`config.mk`:
```
export PLATFORM = sky130hd
export DESIGN_NAME = alu_mips_flat
export DESIGN_NICKNAME = d
export VERILOG_FILES = /design/src/rtl/alu_mips_if.sv /design/src/rtl/alu_mips.sv /design/src/flat_wrapper.sv
export SDC_FILE = /design/constraint.sdc
export NUM_CORES = 1
export LEC_CHECK = 0
export CAP_MARGIN = 5
export CORE_MARGIN = 2
export CORE_UTILIZATION = 65
export CTS_CLUSTER_DIAMETER = 40
export CTS_CLUSTER_SIZE = 14
export DETAILED_ROUTE_END_ITERATION = 12
export PLACE_DENSITY_LB_ADDON = 0.2
export SYNTH_ARGS = -nofsm -noshare
export SYNTH_HDL_FRONTEND = slang
export SYNTH_SLANG_ARGS = --single-unit
```
`constraint.sdc`:
```
create_clock -name clk -period 1.4 [get_ports clk]
set_input_delay 0.14 -clock clk [delete_from_list [all_inputs] [get_ports clk]]
set_output_delay 0.14 -clock clk [all_outputs]
set_load 0.02 [all_outputs]
```
`src/rtl/alu_mips_if.sv`:
```
// Operand/opcode bus and registered result bus of the MIPS datapath ALU.
interface alu_mips_if;
    logic [1:0]  in_op_type_1;
    logic [1:0]  in_op_type_2;
    logic        in_op_type_3;
    logic [31:0] in_1;
    logic [31:0] in_2;
    logic [31:0] out_result;
    logic        out_slt;

    modport master (
        output in_op_type_1, in_op_type_2, in_op_type_3, in_1, in_2,
        input  out_result, out_slt
    );

    modport slave (
        input  in_op_type_1, in_op_type_2, in_op_type_3, in_1, in_2,
        output out_result, out_slt
    );
endinterface

```
`src/rtl/alu_mips.sv`:
```
// Registered 32-bit ALU: logic, add/sub, signed SLT and shift/rotate,
// one cycle from operands to result.
module alu_mips (
    input  logic    clk,
    input  logic    reset,
    alu_mips_if.slave bus
);
    logic [31:0] w_a;
    logic [31:0] w_b;
    logic [4:0]  w_n;
    logic [5:0]  w_inv_n;
    logic [31:0] w_sll;
    logic [31:0] w_srl;
    logic [31:0] w_sra;
    logic [31:0] w_rol;
    logic [31:0] w_ror;
    logic [31:0] w_shift;
    logic        w_lt;
    logic [31:0] w_result;
    logic        w_slt;
    logic [31:0] r_result;
    logic        r_slt;

    assign w_a     = bus.in_1;
    assign w_b     = bus.in_2;
    assign w_n     = w_b[4:0];
    assign w_inv_n = 6'd32 - {1'b0, w_n};

    // A shift by 32 yields zero, so n=0 rotates return A unchanged.
    assign w_sll = w_a << w_n;
    assign w_srl = w_a >> w_n;
    assign w_sra = $unsigned($signed(w_a) >>> w_n);
    assign w_rol = w_sll | (w_a >> w_inv_n);
    assign w_ror = w_srl | (w_a << w_inv_n);
    assign w_lt  = $signed(w_b) < $signed(w_a);

    always_comb begin
        w_shift = bus.in_op_type_3 ? w_srl : w_sll;
        unique case (bus.in_op_type_2)
            2'b01:   w_shift = bus.in_op_type_3 ? w_ror : w_rol;
            2'b10:   w_shift = bus.in_op_type_3 ? w_sra : w_sll;
            default: w_shift = bus.in_op_type_3 ? w_srl : w_sll;
        endcase
    end

    always_comb begin
        w_result = 32'h0;
        w_slt    = 1'b0;
        unique case (bus.in_op_type_1)
            2'b11: begin
                unique case (bus.in_op_type_2)
                    2'b00:   w_result = w_a & w_b;
                    2'b01:   w_result = w_a | w_b;
                    2'b10:   w_result = ~(w_a | w_b);
                    default: w_result = w_a ^ w_b;
                endcase
            end
            2'b10: begin
                w_result = bus.in_op_type_2[0] ? (w_a - w_b) : (w_a + w_b);
            end
            2'b01: begin
                w_slt    = w_lt;
                w_result = {31'b0, w_lt};
            end
            default: w_result = w_shift;
        endcase
    end

    always_ff @(posedge clk or posedge reset) begin
        if (reset) begin
            r_result <= 32'h0;
            r_slt    <= 1'b0;
        end else begin
            r_result <= w_result;
            r_slt    <= w_slt;
        end
    end

    assign bus.out_result = r_result;
    assign bus.out_slt    = r_slt;
endmodule

```
`src/flat_wrapper.sv`:
```
// flat-port wrapper written by rule: the top's interface ports become plain ports
module alu_mips_flat 
  (clk, reset, bus_in_op_type_1, bus_in_op_type_2, bus_in_op_type_3, bus_in_1, bus_in_2, bus_out_result, bus_out_slt);
  alu_mips_if bus_i ();
  input  logic clk;
  input  logic reset;
  input wire logic [$bits(bus_i.in_op_type_1)-1:0] bus_in_op_type_1;
  input wire logic [$bits(bus_i.in_op_type_2)-1:0] bus_in_op_type_2;
  input wire logic [$bits(bus_i.in_op_type_3)-1:0] bus_in_op_type_3;
  input wire logic [$bits(bus_i.in_1)-1:0] bus_in_1;
  input wire logic [$bits(bus_i.in_2)-1:0] bus_in_2;
  output wire logic [$bits(bus_i.out_result)-1:0] bus_out_result;
  output wire logic [$bits(bus_i.out_slt)-1:0] bus_out_slt;
  assign bus_i.in_op_type_1 = bus_in_op_type_1;
  assign bus_i.in_op_type_2 = bus_in_op_type_2;
  assign bus_i.in_op_type_3 = bus_in_op_type_3;
  assign bus_i.in_1 = bus_in_1;
  assign bus_i.in_2 = bus_in_2;
  assign bus_out_result = bus_i.out_result;
  assign bus_out_slt = bus_i.out_slt;
  alu_mips u_core (.clk(clk), .reset(reset), .bus(bus_i));
endmodule
```
==> run summary, run 1 <==
Die Width = 157 microns
Hold buffer count at cts = 0
Row count = 56
Most frequent cell after synthesis = nor2_1
Syn Nets = 2121
Sequential element share of the synthesized area = 5.42%
Cells after Synth = 1917
Setup Buffers After CTS = 63
Yosys warns = 0
Die Ht = 157 microns
Resize count post-CTS = 418
Initial core utilization = 65.5%
CTS sink count = 33
Post-synth ARST share = 100%
Clock Tree Buf Depth = 2
Share of the synthesized area in the top cell type = 20.4%
Cell taking the most area after synthesis = mux4_2
Failed at = clock tree synthesis (4_1_cts)
H-tree Lvls = 2
Error msg = [ERROR DPL-0038] Utilization greater than 100%, impossible to legalize
Status = did not finish
Top cells by count, synth = 210 x nor2_1, 169 x nand2_1, 145 x a21oi_1
Total CTS buffers = 5
Hpwl dp = 71000 microns
GPL Wtd Cong = 1.38
Top cells by area, synth = mux4_2 20%, ha_1 11%, dfrtp_1 5.4%
Avg Cell Area, Syn = 7.95 sq um
Synthesized flop and latch total = 33
Synth cell types = 88
Placement Cell Area = 0.0215 sq mm
Synth Flop Type = dfrtp_1
Mapped Area = 0.0152 sq mm
Post-synth EDFFs = 0
Port Buffers = 103
CTS root buf = clkbuf_16
Num ports = 104
==> cells by family after synthesis <==
logic type | synth area share (%)
AO/OA/AOI/OAI | 25.4
buffers and inverters | 8.76
AND/OR/NAND/NOR | 16.5
adder cells (fa/ha/maj) | 11.0
flip-flops | 5.42
multiplexers | 29.6
XOR/XNOR | 3.33
==> per-stage QoR <==
step | setup WS, ns | hold slack, ns | std cells
after floorplan | -2.46 | 0.269 | 1917
after global placement | -2.81 | 0.563 | 2854
after detailed placement | -3.15 | 0.601 | 2854
==> inputs of run 2 (changes only) <==
--- a/config.mk
+++ b/config.mk
@@ -7,11 +7,9 @@
 export LEC_CHECK = 0
 export CAP_MARGIN = 5
 export CORE_MARGIN = 2
-export CORE_UTILIZATION = 65
-export CTS_CLUSTER_DIAMETER = 40
-export CTS_CLUSTER_SIZE = 14
+export CORE_UTILIZATION = 40
 export DETAILED_ROUTE_END_ITERATION = 12
-export PLACE_DENSITY_LB_ADDON = 0.2
+export PLACE_DENSITY_LB_ADDON = 0.15
 export SYNTH_ARGS = -nofsm -noshare
 export SYNTH_HDL_FRONTEND = slang
 export SYNTH_SLANG_ARGS = --single-unit
==> run 2 against run 1 <==
  * The flow now finishes, with violations (setup timing)
  * Area after synthesis unchanged
  * Synthesized cell count unchanged
==> run summary, run 2 <==
Top cells by area, synth = mux4_2 20%, ha_1 11%, dfrtp_1 5.4%
RSZ-0062 raised after global routing = true
Logic pwr share = 84.5%
Sequential Power Share = 7.2%
Most frequent cell after synthesis = nor2_1
WS Path Type = primary input to flip-flop
Mapped Area = 0.0152 sq mm
Clock Tree Buf Depth = 2
Setup crit start = bus_in_2[8]
Worst slew pin tran = 0.789 ns
Core area = 0.0376 sq mm
CTS sink count = 33
Most common cell after layout, fill and taps aside = buf_4
Cells after Synth = 1917
Final ANT Viol Nets = 0
First-pass detailed-route iteration total = 7
Post-synth EDFFs = 0
Routed WL = 103000 microns
Violated checks = setup timing
Global Route Usage Sum = 49.3%
CP max-delay cell = or4_4
Hold buffer count at cts = 0
Final clock period utilization by the worst path = 260%
Endpoints failing setup = 33
Power Internal = 8440 uW
Worst setup EP type = flip-flop
CP cell instances = buf_6 -> or4_4 -> or3_4 -> nor4_4 -> buf_4 -> a41oi_2 -> xnor2_1 -> ha_1 -> buf_12 -> a21oi_4 -> buf_4 -> o21ai_4 -> a211oi_4 -> a211oi_4 -> nor3_2 -> buf_4 -> a221oi_2 -> a211o_1
Initial antenna violation count = 5
Hpwl dp = 72800 microns
P per Cell Area = 630 mW/mm^2
Most frequent cells in the layout = 760 x buf_4, 192 x nor2_1, 158 x nand2_1
Setup crit start kind = primary input
Share of the synthesized area in the top cell type = 20.4%
Top delay family on crit path = simple AND/OR/NAND/NOR gates
Die Width = 199 microns
Setup_tns = -60.74 ns
CTS root buf = clkbuf_16
Port Buffers = 103
Top cells by count, synth = 210 x nor2_1, 169 x nand2_1, 145 x a21oi_1
Iter 0 DRT Violations = 3504
Initial core utilization = 40.5%
Hold crit path type = primary input to asynchronous set/reset pin
Die footprint = 0.0397 sq mm
Status = finished, violations left
Number of global-route vias before repair = 21100
Avg Cell Area, Syn = 7.95 sq um
H-tree Lvls = 2
Lkg Pwr = 0.0115 uW
Synth Flop Type = dfrtp_1
Final #Nets = 2954
Fin. max-slew vios = 0
Sequential element share of the synthesized area = 5.42%
Largest net degree at the start of global routing = 54
GRT overflow = 0
First-pass GRT wire length = 142000 microns
Worst vdd ir = 475 uV
Row count = 71
Clk pwr share = 8.3%
Sw Pwr = 7960 uW
CTS tree = built
Final WS setup = -2.24 ns
Slew headroom = 47.1%
Max reg flops = 32
Switching Share = 48.5%
Final hold viol count = 0
Crit path DAT = 3.84 ns
Worst Path Required = 1.60 ns
Share of cells above drive strength 1 = 49.9%
Clk pin slew, worst setup/hold paths = 0.07 ns
Post-synth ARST share = 100%
Yosys warns = 0
Vias/cell = 6.80
Syn Nets = 2121
Total CTS buffers = 5
Final core occ = 69.4%
Max_cap viols = 0
Max Freq = 275 MHz
Residual DRC = 0
Crit path max fanout = 4
Synth cell types = 88
Cell taking the most area after synthesis = mux4_2
Most used cell, CP = buf_4
Synthesized flop and latch total = 33
Max incr delay on CP = 0.53 ns
Die Ht = 199 microns
Num ports = 104
Vias = 22200
GPL Wtd Cong = 1.10
Wire per inst = 31.7 microns
Final min period = 3.64 ns
Bufs and invs on worst path = 5
Area Growth Syn to Fin = 71.1%
-- run 2: kinds of logic after synthesis --
family | count (synthesis) | synth area share, %
AO/OA/AOI/OAI | 585 | 25.4
AND/OR/NAND/NOR | 563 | 16.5
buffers and inverters | 290 | 8.76
multiplexers | 256 | 29.6
adder cells (fa/ha/maj) | 133 | 11.0
XOR/XNOR | 57 | 3.33
flip-flops | 33 | 5.42
-- run 2: worst min-delay path: stages --
cell and delay [ns]:
clkdlybuf4s50_1 0.40, inv_1 0.09, buf_12 0.23
-- run 2: routing by layer --
layer | global-route usage [%] | routed length [microns]
met5 | 0.894 | 122
met3 | 16.3 | 16100
met4 | 29.0 | 9680
met1 | 63.0 | 36400
met2 | 72.3 | 41200
-- run 2: layout make-up --
cell class | count | area [sq um]
diodes | 4 | 10.0
clock buffers | 5 | 125
clock inverters | 3 | 46.3
fillers | 2896 | 11500
inverters | 95 | 409
multi-input cells | 1594 | 14800
flip-flops and latches | 33 | 826
well taps | 511 | 639
repair buffers | 1021 | 9160
-- run 2: stage by stage --
stage | power [uW] | instance area [sq um] | instances | setup slack (ns) | hold slack [ns]
2_1_floorplan | 6520 | 15600 | 1917 | -2.46 | 0.269
3_3_place_gp | 12100 | 22400 | 3131 | -2.98 | 0.510
3_5_place_dp | 12200 | 22400 | 3131 | -3.09 | 0.515
4_1_cts | 15000 | 25200 | 3234 | -2.21 | 0.197
5_1_grt | 16800 | 26100 | 3263 | -2.30 | 0.218
6_report | 16400 | 26100 | 3266 | -2.24 | 0.187
-- run 2: what timing repair did --
item,4_1_cts,5_1_grt
gates cloned,14,3
pin swaps,147,114
buffers inserted,92,39
endpoints found under the setup margin,43,35
resized for setup,423,134
-- run 2: power groups by stage --
| stage | sequential (uW) | clock [uW] | combinational, uW |
|---|---|---|---|
| floorplan | 1360 | 0 | 5160 |
| global placement | 1200 | 0 | 10900 |
| detailed placement | 1200 | 0 | 11000 |
| CTS | 1180 | 1380 | 12400 |
| global route | 1190 | 1390 | 14200 |
| finish | 1180 | 1370 | 13900 |
-- run 2: how the worst max path moves through the flow --
stage	to	slack, ns	cells past startpoint
after floorplan	u_core.bus.out_result[28]	-2.46	19
after global placement	u_core.bus.out_result[31]	-2.98	18
after detailed placement	u_core.bus.out_result[31]	-3.09	18
after CTS	u_core.bus.out_result[31]	-2.21	17
after global routing	u_core.bus.out_result[27]	-2.30	18
final	u_core.bus.out_result[27]	-2.24	18
Note: power is estimated with default switching activity, not from simulation.
